File: config.mk
export PLATFORM = sky130hd
export DESIGN_NAME = fifo_read_counter
export DESIGN_NICKNAME = d
export VERILOG_FILES = /design/src/rtl/fifo_read_counter_pkg.sv /design/src/rtl/fifo_read_counter_incr.sv /design/src/rtl/fifo_read_counter.sv
export SDC_FILE = /design/constraint.sdc
export NUM_CORES = 1
export LEC_CHECK = 0
export ABC_AREA = 1
export CAP_MARGIN = 30
export CORE_UTILIZATION = 36
export DETAILED_ROUTE_END_ITERATION = 10
export PLACE_DENSITY = 0.72
export SLEW_MARGIN = 5
export SYNTH_ARGS = -nofsm -noshare
export SYNTH_HDL_FRONTEND = slang
export SYNTH_SLANG_ARGS = --single-unit
File: constraint.sdc
create_clock -name Clock -period 1.4 [get_ports Clock]
set_input_delay 0.28 -clock Clock [delete_from_list [all_inputs] [get_ports Clock]]
set_output_delay 0.28 -clock Clock [all_outputs]
set_load 0.01 [all_outputs]
File: src/rtl/fifo_read_counter_pkg.sv
`default_nettype none
// ============================================================================
// Module      : fifo_read_counter_pkg
// Description : Shared widths and helpers for the FIFO read-side counter.
// Revision    : 1.0 - initial release
// ============================================================================
package fifo_read_counter_pkg;

  localparam int ADDR_WIDTH = 4;
  localparam int PTR_WIDTH  = ADDR_WIDTH + 1;
  localparam int FIFO_DEPTH = 2 ** ADDR_WIDTH;

  typedef logic [PTR_WIDTH-1:0]  ptr_t;
  typedef logic [ADDR_WIDTH-1:0] addr_t;

  // 5-bit 2:1 mux cell: returns b when sel is high, a otherwise.
  function automatic ptr_t mux2_5b(input ptr_t a, input ptr_t b, input logic sel);
    ptr_t y;
    y = sel ? b : a;
    return y;
  endfunction

endpackage
`default_nettype wire

File: src/rtl/fifo_read_counter_incr.sv
`default_nettype none
// ============================================================================
// Module      : ptr_incrementer_5b
// Description : Structural +1 on the read pointer built from a half-adder
//               chain; the carry out of the top bit is dropped so the result
//               wraps modulo 2**PTR_WIDTH.
// Revision    : 1.0 - initial release
// ============================================================================
module ptr_incrementer_5b
  import fifo_read_counter_pkg::*;
(
  input  logic [PTR_WIDTH-1:0] a,
  output logic [PTR_WIDTH-1:0] sum
);

  // carry[0] is the constant +1 injected at the LSB
  logic [PTR_WIDTH-1:0] carry;

  assign carry[0] = 1'b1;

  // Half-adder per bit; the last stage has no carry output
  for (genvar i = 0; i < PTR_WIDTH; i++) begin : g_half_add
    assign sum[i] = a[i] ^ carry[i];
    if (i < PTR_WIDTH - 1) begin : g_carry
      assign carry[i+1] = a[i] & carry[i];
    end
  end

endmodule
`default_nettype wire

File: src/rtl/fifo_read_counter.sv
`default_nettype none
// ============================================================================
// Module      : fifo_read_counter
// Description : Read-side pointer of the 16-entry FIFO. Advances the read
//               pointer on accepted reads, derives Empty/Count against the
//               write pointer, and produces ReadValid and Underflow strobes.
// Revision    : 1.0 - initial release
// ============================================================================
module fifo_read_counter
  import fifo_read_counter_pkg::*;
(
  input  logic                  Clock,
  input  logic                  Reset,
  input  logic                  ReadEnable,
  input  logic                  Flush,
  input  logic [PTR_WIDTH-1:0]  WritePointer,
  output logic [PTR_WIDTH-1:0]  ReadPointer,
  output logic [ADDR_WIDTH-1:0] ReadAddress,
  output logic                  Empty,
  output logic [PTR_WIDTH-1:0]  Count,
  output logic                  ReadValid,
  output logic                  Underflow
);

  logic [PTR_WIDTH-1:0] read_ptr;
  logic [PTR_WIDTH-1:0] ptr_plus_one;
  logic [PTR_WIDTH-1:0] ptr_after_read;
  logic [PTR_WIDTH-1:0] ptr_next;
  logic                 accepted;
  logic                 rejected;
  logic                 read_valid;
  logic                 underflow;

  ptr_incrementer_5b u_incr (
    .a   (read_ptr),
    .sum (ptr_plus_one)
  );

  // Empty is judged against the current write pointer, so a write landing in
  // the same cycle only makes the read succeed on the following cycle.
  always_comb begin
    Empty          = (read_ptr == WritePointer);
    Count          = WritePointer - read_ptr;
    accepted       = ReadEnable & ~Empty;
    rejected       = ReadEnable & Empty;
    ptr_after_read = mux2_5b(read_ptr, ptr_plus_one, accepted);
    ptr_next       = mux2_5b(ptr_after_read, WritePointer, Flush);
  end

  // Pointer and strobe registers: Reset > Flush > accepted read > hold
  always_ff @(posedge Clock) begin
    if (Reset) begin
      read_ptr   <= '0;
      read_valid <= 1'b0;
      underflow  <= 1'b0;
    end else begin
      read_ptr   <= ptr_next;
      read_valid <= accepted & ~Flush;
      underflow  <= rejected & ~Flush;
    end
  end

  assign ReadPointer = read_ptr;
  assign ReadAddress = read_ptr[ADDR_WIDTH-1:0];
  assign ReadValid   = read_valid;
  assign Underflow   = underflow;

endmodule
`default_nettype wire

==> metrics.md <==
| Metric | Value |
|---|---|
| Status | `finished, violations left` |
| Failing checks | `setup timing` |
| Layout filler cell count | `88` |
| Layout overhead on the synthesized area | `101%` |
| TritonCTS buffer count | `3` |
| Row count | `13` |
| Layout cells sized above 1 | `0.576` |
| CORE AREA | `1380 µm²` |
| Root Buffer | `clkbuf_4` |
| Worst EP required | `1.12 ns` |
| Static leakage | `0.526 nW` |
| WHS Endpoint | `ReadPointer[0]` |
| Worst path top cell family by delay | `adder cells` |
| Syn Nets | `99` |
| Worst r2r src | `ReadPointer[0]` |
| # setup viols final | `11` |
| Layout Skew | `0.00906 ns` |
| Synth Area in Adders | `0.189` |
| Worst vdd ir | `0.851 mV` |
| DRC Markers | `0` |
| DR vias | `713` |
| Setup ws final | `-0.438 ns` |
| RSZ-0062 raised after global routing | `true` |
| Via density | `5.09` |
| Compound-Gate Fraction of Synth Area | `0.0791` |
| Post-Synth Simple-Gate Area | `0.312` |
| Hold Crit Class | `input port to register` |
| Critical Path Slowest Stage Cell | `dfxtp_4` |
| Power Dens Cells | `714 nW/µm²` |
| Design area | `1140 µm²` |
| Worst reg2reg path endpoint | `ReadPointer[4]` |
| Placement Setup Slack | `-1.02 ns` |
| Chip height | `41.8 µm` |
| DP Area | `951 µm²` |
| Die Wd | `41.8 µm` |
| First-pass GRT wire length | `3300 µm` |
| Largest family of logic cells by synthesized area | `simple AND/OR/NAND/NOR gates` |
| CTS tree | `yes` |
| Crit-path max FO | `2` |
| Mux cell area share after synthesis | `0` |
| # nets final | `143` |
| Synth Area in XOR/XNOR | `0.0462` |
| H-tree Lvls | `1` |
| Largest net degree at the start of global routing | `12` |
| Fmax | `0.544 GHz` |
| Syn Inst Count | `82` |
| Die area | `1740 µm²` |
| Fin. max-slew vios | `0` |
| Total congestion overflow | `0` |
| CP Buf/Inv Count | `3` |
| Min-Delay Startpoint | `WritePointer[0]` |
| R2R cell count | `11` |
| Post-route ant nets | `0` |
| Seq/Total Area, Yosys | `0.246` |
| Slew @ Worst Pin | `0.496 ns` |
| Initial antenna violation count | `0` |
| Clk pin slew, worst setup/hold paths | `0.05 ns` |
| Ys Warns | `0` |
| Diode count | `0` |
| Post-synth cell types | `15` |
| Vias in the first global route | `700` |
| Cell Chain, Critical Path | `ha_4 -> inv_2 -> fa_2 -> buf_6 -> xor2_1 -> buf_2` |
| RD Place Congestion | `0.787` |
| Max cap viols | `0` |
| WHS Path Cells | `5` |
| WL final | `2200 µm` |
| WL/cell | `15.7 µm` |
| Library cell with the largest summed area after synthesis | `dfxtp_1` |
| Minimum clock period | `1.84 ns` |
| Crit end category | `output port` |
| First-iteration detailed-routing DRC count | `9` |
| Fin crit share | `1.31` |
| Arrival time at the worst endpoint | `1.56 ns` |
| Worst skew pair latency | `0.26 ns` |
| Slew HR | `0.669` |
| IO Count | `26` |
| I/O Buffers | `25` |
| Hold Vio Cnt, Final | `0` |
| HPWL Detailed | `1140 µm` |
| Synth Register Bits | `7` |
| Detailed-router iteration count before antenna repair | `4` |
| Top area cells in the synthesized netlist | `dfxtp_1 25%, ha_1 15%, nand2_1 15%` |
| CP Launch Type | `register` |
| Critical Path Max Stage Delay | `0.36 ns` |
| Mapped Area | `569 µm²` |
| R2r setup slk | `-0.17 ns` |
| Longest Clk Path Bufs | `2` |
| Initial core utilization | `0.412` |
| Clock sink count | `7` |
| Syn Area/Cell | `6.94 µm²` |
| GRT Overall Usage | `0.250` |
| Synth top area share | `0.246` |
| Crit path kind | `register to output port` |
## registers in the layout, indices dropped and copies added (netlist names)
name,count
ReadPointer,5
Underflow,1
ReadValid,1
## where the power goes
group	leakage (nW)	total (mW)	internal (mW)	switching, mW
registers	0.0592	0.221	0.212	0.00899
logic	0.452	0.405	0.202	0.203
clock network	0.0150	0.191	0.109	0.0814
total	0.526	0.816	0.523	0.293
## how the worst max path moves through the flow
stage / start / end / slack [ns] / cells past startpoint
after detailed placement: WritePointer[0] / Count[4] / -1.02 / 9
after floorplan: ReadPointer[0] / Count[4] / -0.11 / 6
after CTS: ReadPointer[0] / Count[2] / -0.46 / 6
final: ReadPointer[0] / Count[2] / -0.44 / 6
after global placement: WritePointer[0] / Count[4] / -1.0 / 9
after global routing: ReadPointer[0] / Count[2] / -0.48 / 6
## what timing repair did
item	CTS	global route
buffers inserted	4	3
cloned	0	0
setup endpoints to repair	20	10
hold buffers	0	0
pin swaps	15	13
resized for setup	67	20
## kinds of logic after synthesis
| logic type | count (synthesis) |
|---|---|
| AOI/OAI and AO/OA | 9 |
| xor gates and xnor gates | 3 |
| DFF | 7 |
| adders and majority gates | 8 |
| and+or+nand+nor | 40 |
| buffers and inverters | 15 |
## per-layer routing
layer,up-vias,routed length [µm],GRT usage,share of wire
met1,328,785,0.260,0.36
met4,0,62,0.0645,0.028
li1,344,-,-,-
met3,7,127,0.0870,0.058
met5,-,0,0,0
met2,34,1220,0.469,0.56
## metrics by stage
stage               hold WS [ns]  total power, mW  cells   util  TNS [ns]
CTS                        0.545            0.766    138  0.780     -1.99
finish                     0.607            0.816    140  0.827     -2.56
detailed placement         0.616            0.557    130  0.688     -8.24
floorplan                  0.339            0.388     82      -    -0.122
global placement           0.609            0.551    130  0.688     -7.98
global route               0.648            0.853    140  0.827     -3.00
## synthesized netlist by cell type, drive strengths merged
cell	instances
nand3b	1
nor2	5
nand3	7
xor2	3
nand2	27
buf	5
ha	7
fa	1
o21ai	2
a21oi	7
dfxtp	7
inv	10
## area by class of cell
type,instances,area (µm²),share of cell area
Sequential cell,7,148,0.129
Multi-Input combinational cell,60,549,0.480
Inverter,10,37.5,0.0328
Tap cell,15,18.8,0.0164
Clock buffer,4,26.3,0.0230
Timing Repair Buffer,44,364,0.318
## cells in the final DEF (no fill, tap or decap), types with 5 or more instances in the layout
master and count:
buf_4 16, buf_6 5, clkdlybuf4s50_1 6, dlygate4sd2_1 10
ha_4 7, inv_2 6, nand2_1 13, nand2_2 10
nand3_1 5
## worst reg2reg max path, stage by stage (launching register included)
cell and delay, ns:
dfxtp_4 0.35, buf_4 0.13, buf_6 0.11, ha_4 0.15, ha_4 0.16, ha_4 0.16, nor2_2 0.07, nor2_1 0.04
nand2_1 0.07, o21ai_1 0.06, nand2_1 0.08, a21oi_1 0.06
Power figures use the tool's default switching activity.
